**src/rtl/pow3_pkg.sv**
```systemverilog
// Shared definitions for the power-of-3 sequencer: FSM state codes, default
// widths and the overflow threshold helper.
package pow3_pkg;

    localparam int unsigned CNT_W_DEFAULT = 6;

    typedef logic [1:0] state_t;

    localparam state_t ST_IDLE  = 2'd0;
    localparam state_t ST_CLEAR = 2'd1;
    localparam state_t ST_EMIT  = 2'd2;
    localparam state_t ST_DONE  = 2'd3;

    // Largest value that can still be multiplied by 3 without exceeding w bits.
    function automatic logic [63:0] max3(input int unsigned w);
        logic [63:0] all_ones;
        all_ones = (w >= 64) ? '1 : ((64'd1 << w) - 64'd1);
        return all_ones / 64'd3;
    endfunction

endpackage

```
**src/rtl/pow3_seq_ctrl.sv**
```systemverilog
// Sequencer for the power-of-3 generator: accepts "emit 3^0..3^N", clears the
// generator, streams one value per accepted beat and stops early on overflow.
module pow3_seq_ctrl
    import pow3_pkg::*;
#(
    parameter int unsigned DATA_W = 32,
    parameter int unsigned CNT_W  = CNT_W_DEFAULT
) (
    input  logic              clk,
    input  logic              rst,
    input  logic              cmd_valid,
    output logic              cmd_ready,
    input  logic [CNT_W-1:0]  cmd_count,
    output logic              gen_rst,
    output logic              gen_enable,
    input  logic [DATA_W-1:0] gen_value,
    output logic              out_valid,
    input  logic              out_ready,
    output logic [DATA_W-1:0] out_data,
    output logic [CNT_W-1:0]  out_index,
    output logic              out_last,
    output logic              done,
    output logic              done_ovf
);

    localparam logic [DATA_W-1:0] MAX3 = DATA_W'(max3(DATA_W));

    state_t           state_q, state_d;
    logic [CNT_W-1:0] idx_q, idx_d;
    logic [CNT_W-1:0] n_q, n_d;
    logic             ovf_q, ovf_d;

    logic in_emit;
    logic at_n;
    logic ovf_next;
    logic last;

    assign in_emit  = (state_q == ST_EMIT);
    assign at_n     = (idx_q == n_q);
    // Multiplying anything above MAX3 by 3 would not fit in DATA_W bits.
    assign ovf_next = (gen_value > MAX3);
    assign last     = at_n | ovf_next;

    // Next-state logic for the FSM, exponent counter and overflow flag.
    always_comb begin
        state_d = state_q;
        idx_d   = idx_q;
        n_d     = n_q;
        ovf_d   = ovf_q;
        case (state_q)
            ST_IDLE: begin
                if (cmd_valid) begin
                    n_d     = cmd_count;
                    idx_d   = '0;
                    ovf_d   = 1'b0;
                    state_d = ST_CLEAR;
                end
            end
            ST_CLEAR: begin
                state_d = ST_EMIT;
            end
            ST_EMIT: begin
                if (out_ready) begin
                    if (last) begin
                        // Reaching N takes precedence: only a cut-short run is flagged.
                        ovf_d   = ovf_next & ~at_n;
                        state_d = ST_DONE;
                    end else begin
                        idx_d = idx_q + CNT_W'(1);
                    end
                end
            end
            ST_DONE: begin
                state_d = ST_IDLE;
            end
            default: begin
                state_d = ST_IDLE;
            end
        endcase
    end

    // State registers with asynchronous active-low reset.
    always_ff @(posedge clk or negedge rst) begin
        if (!rst) begin
            state_q <= ST_IDLE;
            idx_q   <= '0;
            n_q     <= '0;
            ovf_q   <= 1'b0;
        end else begin
            state_q <= state_d;
            idx_q   <= idx_d;
            n_q     <= n_d;
            ovf_q   <= ovf_d;
        end
    end

    // Output decode; gen_enable steps the generator in the same cycle as the handshake.
    always_comb begin
        cmd_ready  = rst & (state_q == ST_IDLE);
        gen_rst    = (state_q == ST_CLEAR);
        gen_enable = in_emit & out_ready & ~last;
        out_valid  = in_emit;
        out_data   = gen_value;
        out_index  = idx_q;
        out_last   = in_emit & last;
        done       = (state_q == ST_DONE);
        done_ovf   = (state_q == ST_DONE) & ovf_q;
    end

endmodule

```
**config.mk**
```make
export PLATFORM = sky130hd
export DESIGN_NAME = pow3_seq_ctrl
export DESIGN_NICKNAME = d
export VERILOG_FILES = /design/src/rtl/pow3_pkg.sv /design/src/rtl/pow3_seq_ctrl.sv
export SDC_FILE = /design/constraint.sdc
export NUM_CORES = 1
export LEC_CHECK = 0
export BUFFER_PORTS_ARGS = -buffer_cell sky130_fd_sc_hd__buf_2
export CORE_ASPECT_RATIO = 2
export CORE_MARGIN = 3
export CORE_UTILIZATION = 44
export CTS_BUF_LIST = sky130_fd_sc_hd__clkbuf_8
export CTS_CLUSTER_SIZE = 24
export DETAILED_ROUTE_END_ITERATION = 10
export PLACE_DENSITY = 0.91
export SYNTH_ARGS = -nofsm -noshare
export SYNTH_HDL_FRONTEND = slang
export SYNTH_SLANG_ARGS = --single-unit
```
**constraint.sdc**
```tcl
create_clock -name clk -period 2.77 [get_ports clk]
set_clock_uncertainty 0.15 [all_clocks]
set_input_delay 0.1385 -clock clk [delete_from_list [all_inputs] [get_ports clk]]
set_output_delay 0.1385 -clock clk [all_outputs]
set_load 0.01 [all_outputs]
```
* Word-level counts from Yosys, hierarchy flattened
Cells that the tools add are included.
** Cells by class
- Multiplexer cells :: 12
- Add/subtract/negate cells :: 1
- Reduce and logical (&&, ||, !) cells :: 6
- $lt $le $gt $ge :: 1
- Eq/ne operators :: 8
- Bitwise operators :: 9
** Operators with widths (count)
- $gt 32x31->1 const B :: 1
- $mux 6 :: 3
- $pmux 6 s2 :: 1
- $pmux 2 s4 :: 1
- $reduce_and 4->1 :: 2
- $add 6x1->6 const B :: 1
- $and 1x1->1 :: 6
- $eq 6x6->1 :: 1
- $mux 2 :: 3
- $ne 2x2->1 const B :: 3
- $eq 2x2->1 const B :: 2
- $mux 1 :: 3
- $reduce_and 3->1 :: 1
- $eq 2x1->1 const B :: 1
- $logic_not 2->1 :: 1
- $ne 2x1->1 const B :: 1
- $not 1->1 :: 2
- $pmux 1 s2 :: 1
- $reduce_and 2->1 :: 1
- $reduce_bool 2->1 :: 1
- $or 1x1->1 :: 1
** Word-level totals
- Logic and storage cells :: 41
- Bits of input ports :: 42
- Register bits after elaboration :: 15
- Output and inout port bits :: 45

* Longest topological paths before layout
Gate-level depths: netlist of the first run.
- Depth after elaboration :: 6
- Gate-level depth with buffers :: 9
- Depth with buffers taken out :: 8

* Worst setup path after synthesis of the first run
No wires, ideal clock.
- Path kind :: register to register
- From :: register state_q[0]
- To :: register idx_q[2], in the netlist out_index[2]
- Path buffers :: 1
- Arrival :: 1.870 ns
- Setup slack :: 0.647 ns
- Stages on the path, launching flop included :: 9
- Cell sequence :: dfrtp_1 inv_1 ha_1 inv_1 a2bb2oi_2 o21ai_0 clkbuf_1 or3_1 o311ai_1
** Between the ends
- Cells in the longest elaborated chain, start to end :: 3
- Elaborated cells between the ends (all ways) :: 8
- Classes of those cells :: eq/ne: 4; mux: 1; reduce/logical: 3
** RTL lines
- start: declaration :: line pow3_seq_ctrl.sv:28 : state_t state_q, state_d;
- start signal: assignment :: line pow3_seq_ctrl.sv:90 : state_q <= state_d;
- $eq 2x2->1 (*)
- via out_valid :: line pow3_seq_ctrl.sv:17 : output logic out_valid,
- $ne 2x2->1 (no source line) / $reduce_bool 2->1 (equally long branches)
- $reduce_and 4->1 (no source line)
- end signal: assignment :: line pow3_seq_ctrl.sv:91 : idx_q <= idx_d;
- end: declaration :: line pow3_seq_ctrl.sv:29 : logic [CNT_W-1:0] idx_q, idx_d;
The timed path passes the listed nets; every way through them passes the cells marked *.
A chain may end at the register's enable or synchronous reset.

* Worst setup path after layout of the first run
- From :: register state_q[0]
- To :: register idx_q[2], in the netlist out_index[2]
** Between the ends
- Cells in the longest elaborated chain, start to end :: 3
- Elaborated cells between the ends (all ways) :: 8
- Classes of those cells :: eq/ne: 4; mux: 1; reduce/logical: 3
** RTL lines
- $eq 2x2->1 / $logic_not 2->1 (equally long branches) :: line pow3_seq_ctrl.sv:50 : case (state_q)
- $ne 2x2->1 (no source line) / $reduce_bool 2->1 (equally long branches)
- $reduce_and 4->1 (no source line)
Several ways; a longest one is shown, not always the timed one.

==> metrics.txt, run 1 <==
outcome=completed; Area growth, synth to finish=24.7%; Placement Setup Slack=approximately 540 ps; DRC Markers=0; number of synthesized flops with an enable pin=0; PD cells=roughly 680 nW/um^2; overall power=around 1.2 mW; Via density=between 5 and 6; Die Wd=45.6 um; crit end category=flip-flop; Worst-Margin Slew=553 ps; design area=1720 um^2; # IOs=87; CTS sink count=15; GPL Wtd Cong=just under 0.9; Placed Instances=~230; Netlist cell types=42; FILL cells=around 280; RSZ-0062 raised after global routing=no; CTS tree=done; initial DRC count=40; number of global-route vias before repair=between 1000 and 1500; hold slack final=~170 ps; Mapped Cells=150; global route overflow=0; peak supply drop=between 500 and 600 uV; initial antenna violation count=0; # diodes=0; placed inst area=1600 um^2; fin. max-slew vios=0; dpl hpwl=a little under 3000 um; Yosys Warn Count=0; first-pass GRT wire length=5190 um; Max Root-Sink Buffers=2; Core Box Area=2980 um^2; Mapped Area=between 1000 and 1500 um^2; Crit path buffers/inverters=2; CP most frequent cell=inv_1; Critical Path Stages=7; Main synth FF type=dfrtp_1; Hold Crit Class=input port to async pin; postcts setup bufs=0; Fin Setup TNS=0 ps; total die area=3880 um^2; register area share after synthesis=0.272; FMAX=around 0.45 GHz; Initial DRT Pass Iterations=4; routed vias=about 1300; Worst Path Arrival=approximately 2200 ps; leakage=between 0.8 and 0.9 nW; Critical-path top delay cell=dfrtp_1; final std cells w/o fill=between 200 and 250; fin util=0.577; post-cts resize count=0; Hold Fails Final Rpt=0; Reg2Reg Depth=7; crit path max fanout=5; gr usage total=0.181; CTS buffer count=3; routed wire length=roughly 3600 um; std cell rows=28; Period minus WS final=~2200 ps; CTS hold repair buffers=7; Crit Path Class=flip-flop to flip-flop; Clk Tree Root Cell=clkbuf_8; average wire per standard cell=approximately 15 um; #FFs+latches synth=15; DRT antenna net count=0; largest net degree at the start of global routing=17; Max Cap Violations=0; fraction of layout instances using a drive strength above 1=0.502; Nets=261; PnR worst setup slack=around 570 ps; H-tree levels=1; CP startpoint kind=flip-flop; Final Setup Violations=0; Die Height=85.1 um; initial core utilization=0.463; Worst slew margin=0.630; syn_area_per_cell=9.18 um^2; Top delay family on crit path=compound AO/OA/AOI/OAI gates; Async SR Flop Fraction=1.00; buffers added on ports=86; clock slew at reported path FFs=around 60 ps; CP peak stage delay=between 300 and 400 ps; Req. time, crit path=around 2800 ps; Clock Latency Late Sink=250 ps; final period utilization=0.794; CP Cell Sequence=inv_1 > ha_1 > inv_1 > a2bb2oi_2 > o21ai_0 > or3_1 > o311ai_1; Synth Net Count=about 200
[power breakdown]
group | internal, mW | switching [mW]
Clock | 0.0983 | 0.0760
Sequential | 0.302 | 0.0763
Combinational | 0.286 | 0.334
[worst paths after layout]
kind	from	end	slack (ps)
min reg2reg	ovf_q	ovf_q	380
max	state_q[0]	out_index[2]	570
max reg2reg	state_q[0]	out_index[2]	570
min in group clk	gen_value[31]	ovf_q	180
max in group asynchronous	rst	out_index[5]	2040
min	rst	n_q[4]	170
[layer usage]
layer	part of all wire	track usage	routed length, um
met4	0.017	0.0800	59
met5	0	0	0
met3	0.10	0.0170	361
met2	0.58	0.368	2070
met1	0.30	0.155	1070
[cells in the mapped netlist (4+ instances only)]
master    count  area (um^2)
ha_1          5         62.6
nand2_1       9         33.8
buf_4        32          240
o211ai_1      5         37.5
inv_1         7         26.3
a21oi_1       8         40.0
dfrtp_1      15          375
xor2_1        4         35.0
o21ai_0       6         30.0
nand3_1       7         35.0
mux2_2        7         78.8
[cell type report]
| type | count | area, um^2 | area share |
|---|---|---|---|
| Clock buffer | 3 | 41.3 | 0.0240 |
| Clock inverter | 1 | 3.75 | 0.00218 |
| Inverter | 7 | 26.3 | 0.0153 |
| Multi-Input combinational cell | 92 | 718 | 0.418 |
| Sequential cell | 15 | 375 | 0.218 |
| Tap cell | 30 | 37.5 | 0.0218 |
| Timing Repair Buffer | 95 | 515 | 0.300 |
[logic make-up after synthesis]
family                   after synthesis  share of synthesized area
multiplexers                           7                     0.0572
AO/OA/AOI/OAI                         31                      0.168
flip-flops                            15                      0.272
buffers and inverters                 43                      0.206
XOR/XNOR                               6                     0.0381
AND/OR/NAND/NOR                       43                      0.213
adder cells (fa/ha/maj)                5                     0.0454
[placed cells by master, fill, tap and decap left out, types with 2 or more instances in the layout]
cell type,count
ha_1,5
mux2_2,7
nand4_1,2
nor4_1,2
nand3_1,7
dfrtp_1,15
buf_4,2
inv_1,8
xor2_1,4
nor4b_1,2
o311ai_1,2
o21ai_0,6
xnor2_1,2
nor4bb_1,2
o211ai_1,5
nand2_1,9
and2_1,3
and4bb_2,2
dlygate4sd3_1,7
a21oi_1,8
nor2_1,3
clkbuf_8,3
buf_2,86
or3_1,2
nand2b_1,2
[sequential cells by signal, indices dropped and copies added, names as in the netlist]
signal	count
ovf_q	1
state_q	2
out_index	6
n_q	6
(Power assumes the default switching activity.)
==> run 2, diff against run 1 <==
clock period = 2.1 ns   (was 2.77 ns; I/O delays follow)
==> run 2 against run 1 <==
Highest routed layer unchanged. Final cell count grew 4.5%. Core utilization grew 3.9 points. Global-route usage grew 0.84 points. Critical endpoint is now gen_enable.
==> metrics.txt, run 2 (synthesis results as in run 1) <==
Worst slew margin=0.759 (was 0.630); Via density=5.42 (was 5.50); CP startpoint kind=flip-flop (unchanged); Die Height=85.1 um (unchanged); initial DRC count=25 (was 40); outcome=completed (unchanged); peak supply drop=773 uV (was 507 uV); clock slew at reported path FFs=60 ps (about the same); Period minus WS final=between 2000 and 2500 ps; std cell rows=28 (unchanged); Hold Crit Class=input port to async pin (unchanged); placed inst area=1670 um^2 (was 1600 um^2); hold slack final=143 ps (was 171 ps); RSZ-0062 raised after global routing=yes (was no); Placement Setup Slack=42.8 ps (was 536 ps); initial core utilization=0.463 (unchanged); Initial DRT Pass Iterations=4 (unchanged); buffers added on ports=86 (unchanged); Crit Path Class=flip-flop to primary output (was flip-flop to flip-flop); total die area=3880 um^2 (unchanged); Die Wd=45.6 um (unchanged); most frequent cells in the layout=buf_2 (86), dfrtp_1 (15), buf_4 (11), nand2_1 (9), a21oi_1 (8) (was buf_2 (86), dfrtp_1 (15), nand2_1 (9), inv_1 (8), a21oi_1 (8)); CTS sink count=15 (unchanged); Worst-Margin Slew=358 ps (was 553 ps); dpl hpwl=3010 um (was 2950 um); Hold Fails Final Rpt=0 (unchanged); average wire per standard cell=14.6 um (was 14.7 um); fraction of layout instances using a drive strength above 1=0.549 (was 0.502); Area growth, synth to finish=33.1% (was 24.7%); CTS tree=done (unchanged); overall power=1.65 mW (was 1.17 mW); Clock Latency Late Sink=260 ps (was 250 ps); routed wire length=3710 um (was 3560 um); GPL Wtd Cong=0.897 (was 0.893); first-pass GRT wire length=5550 um (was 5190 um); DRT antenna net count=0 (unchanged); CTS buffer count=3 (unchanged); Max Cap Violations=0 (unchanged); commonest non-fill, non-tap cell in the layout=buf_2 (unchanged); Max Root-Sink Buffers=2 (unchanged); final period utilization=0.960; number of global-route vias before repair=1337 (was 1227); Final Setup Violations=0 (unchanged); initial antenna violation count=0 (unchanged); PnR worst setup slack=83.2 ps (was 570 ps); crit end category=primary output (was flip-flop); DRC Markers=0 (unchanged); Nets=272 (was 261); Clk Tree Root Cell=clkbuf_8 (unchanged); routed vias=1377 (was 1336); leakage=0.950 nW (was 0.888 nW); Core Box Area=2980 um^2 (unchanged); global route overflow=0 (unchanged); Worst Path Arrival=1760 ps (was 2200 ps); largest net degree at the start of global routing=17 (unchanged); gr usage total=0.190 (was 0.181); Reg2Reg Depth=7 (unchanged); PD cells=900 nW/um^2 (was 683 nW/um^2); fin. max-slew vios=0 (unchanged); # diodes=0 (unchanged); # IOs=87 (unchanged); crit path max fanout=6 (was 5); H-tree levels=1 (unchanged); FMAX=0.496 GHz; design area=1830 um^2 (was 1720 um^2); Req. time, crit path=1850 ps (was 2770 ps)
-- run 2: cell types whose count changed in the layout (fill, tap and decap cells not counted), sizes merged --
| cell | delta |
|---|---|
| buf | +11 |
| clkinv | +1 |
| inv | -1 |
-- run 2: metrics by stage --
stage / instances / util / TNS, ps
after global routing: 254 / 0.616 / -136
after detailed placement: 240 / 0.559 / 0
after CTS: 251 / 0.598 / 0
after global placement: 240 / 0.559 / 0
final: 254 / 0.616 / 0
after floorplan: 150 / - / 0
-- run 2: power by group --
group | leakage, nW | switching (mW) | internal [mW] | total, mW
clock | 0.0255 | 0.111 | 0.132 | 0.243
sequential | 0.189 | 0.0846 | 0.398 | 0.483
combinational | 0.735 | 0.478 | 0.445 | 0.923
-- run 2: final timing paths --
check	from	end	slack, ps
hold / removal	rst	n_q[1]	140
setup reg to reg	n_q[0]	out_index[5]	120
max in group asynchronous	rst	ovf_q	1390
hold reg to reg	ovf_q	ovf_q	360
min in group clk	gen_value[15]	ovf_q	230
setup / recovery	n_q[0]	gen_enable	80
-- run 2: cell type report --
class,instances,area (um^2)
timing repair buffer,106,606
multi-input combinational,92,742
clock inverter,1,5.00
tap,30,37.5
fill,253,1140
inverter,7,26.3
sequential,15,375
clock buffer,3,41.3
-- run 2: critical path, stage by stage, from the launching register on --
cell and delay (ps):
dfrtp_1 380, xor2_1 180, nor4_1 270, nand3_1 190, o211ai_4 170, buf_6 160
nor2_2 30, buf_2 130
-- run 2: repair_timing --
action,4_1_cts,5_1_grt
endpoints found under the setup margin,0,4
setup buffers,0,3
hold buffers,7,0
endpoints found under the hold margin,21,0
gates resized for setup,0,7
-- run 2: layer usage --
metal / GRT usage / wire length [um] / vias to the layer above
li1: - / - / 657
met3: 0.0191 / 323 / 4
met2: 0.400 / 2220 / 70
met5: 0 / 0 / -
met1: 0.156 / 1120 / 646
met4: 0.0640 / 42 / 0
==> run 3, diff against run 2 <==
RECOVER_POWER = 25   (was unset)
==> run 3 against run 2 <==
Die area is the same. Core utilization decreased by 0.76 points. Clock power is essentially flat. Worst hold slack about the same. Sequential power about the same. Wire length up 0.51%. Worst setup slack better by 4.7 ps.
==> metrics.txt, run 3 (synthesis results as in run 1) <==
outcome=completed (unchanged); DRC Markers=0 (unchanged); peak supply drop=774 uV (was 773 uV); fraction of layout instances using a drive strength above 1=0.469 (was 0.549); RSZ-0062 raised after global routing=yes (unchanged); CTS sink count=15 (unchanged); Top Usage Layer GRT=met2 (unchanged); crit path max fanout=6 (unchanged); average wire per standard cell=14.7 um (was 14.6 um); fin. max-slew vios=0 (unchanged); Placement Setup Slack=42.8 ps (unchanged); Clk Tree Root Cell=clkbuf_8 (unchanged); Reg2Reg Setup Slack=130 ps (was 120 ps); Hold Fails Final Rpt=0 (unchanged); overall power=1.64 mW (was 1.65 mW); met2 Usage GRT=0.400 (unchanged); initial antenna violation count=0 (unchanged); total die area=3880 um^2 (unchanged); # diodes=0 (unchanged); Final Setup Violations=0 (unchanged); Crit Path Class=flip-flop to primary output (unchanged); Critical-path top delay cell=dfrtp_1 (unchanged); number of global-route vias before repair=1337 (unchanged); Core Box Area=2980 um^2 (unchanged); Placed Instances=240 (unchanged); FMAX=0.497 GHz (was 0.496 GHz); PnR worst setup slack=87.9 ps (was 83.2 ps); routed vias=1385 (was 1377); std cell rows=28 (unchanged); first-pass GRT wire length=5550 um (unchanged); CTS buffer count=3 (unchanged); met1 usage=0.156 (unchanged); CP startpoint kind=flip-flop (unchanged); initial core utilization=0.463 (unchanged); clock slew at reported path FFs=60 ps (about the same); FILL cells=268 (was 253); met3 Use GR=0.0191 (unchanged); Worst slew margin=0.755 (was 0.759); Max Root-Sink Buffers=2 (unchanged); Multi-input gate area=742 um^2 (unchanged); initial DRC count=20 (was 25); Initial DRT Pass Iterations=4 (unchanged); FF+latch area=375 um^2 (unchanged); Crit path buffers/inverters=2 (unchanged); Area growth, synth to finish=31.4% (was 33.1%); Worst-Margin Slew=364 ps (was 358 ps); global route overflow=0 (unchanged); Nets=272 (unchanged); # IOs=87 (unchanged); H-tree levels=1 (unchanged); Max Cap Violations=0 (unchanged); Die Wd=45.6 um (unchanged); largest net degree at the start of global routing=17 (unchanged); Worst Path Arrival=1760 ps (about the same); Hold Crit Class=input port to async pin (unchanged); final period utilization=0.958 (was 0.960); commonest non-fill, non-tap cell in the layout=buf_2 (unchanged); CTS tree=done (unchanged); PD cells=908 nW/um^2 (was 900 nW/um^2); final std cells w/o fill=254 (unchanged); buffers added on ports=86 (unchanged); Top delay family on crit path=simple AND/OR/NAND/NOR gates (unchanged); CP Cell Sequence=xor2_1 > nor4_1 > nand3_1 > o211ai_4 > buf_6 > nor2_2 > buf_2 (unchanged); leakage=0.900 nW (was 0.950 nW); DRT antenna net count=0 (unchanged); GPL Wtd Cong=0.897 (unchanged); dpl hpwl=3010 um (unchanged); Period minus WS final=2010 ps (was 2020 ps); most frequent cells in the layout=buf_2 (68), clkbuf_1 (18), dfrtp_1 (15), buf_4 (11), nand2_1 (9) (was buf_2 (86), dfrtp_1 (15), buf_4 (11), nand2_1 (9), a21oi_1 (8)); Die Height=85.1 um (unchanged); routed wire length=3730 um (was 3710 um); Req. time, crit path=1850 ps (about the same); crit end category=primary output (unchanged); gr usage total=0.190 (unchanged); Via density=5.45 (was 5.42); CP peak stage delay=380 ps (about the same); Clock Latency Late Sink=260 ps (about the same)
## run 3: per-layer routing
layer  up-vias  share of wire
li1        658              -
met1       655           0.30
met2        68           0.60
met3         4          0.087
met4         0          0.011
met5         -              0
## run 3: cell type report
type	count	share of cell area
multi-input cells	92	0.410
repair buffers	106	0.322
flip-flops and latches	15	0.207
clock buffers	3	0.0228
well taps	30	0.0207
inverters	7	0.0145
clock inverters	1	0.00276
## run 3: path summary, 6_finish.rpt
kind,depth (start not counted),from,endpoint
worst max register to register,7,n_q[0],out_index[5]
worst min-delay path,2,rst,n_q[1]
max in group asynchronous,2,rst,ovf_q
min in group clk,5,gen_value[15],ovf_q
worst max-delay path,7,n_q[0],gen_enable
worst min register to register,2,ovf_q,ovf_q
## run 3: where the power goes
group	leakage [nW]	switching (mW)	internal (mW)
combinational	0.685	0.479	0.440
sequential	0.189	0.0845	0.398
clock	0.0255	0.111	0.132
total	0.900	0.674	0.970
## run 3: stage by stage
step	util	hold WS (ps)	area [um^2]	setup TNS [ps]
floorplan	-	-341	1380	0
global placement	0.559	-120	1670	0
detailed placement	0.559	-112	1670	0
CTS	0.598	155	1780	0
global route	0.608	177	1810	-136
finish	0.608	143	1810	0
## run 3: what timing repair did
action,4_1_cts,5_1_grt
endpoints found under the setup margin,0,4
setup buffers,0,3
endpoints found under the hold margin,21,0
resized for setup,0,7
hold buffers,7,0
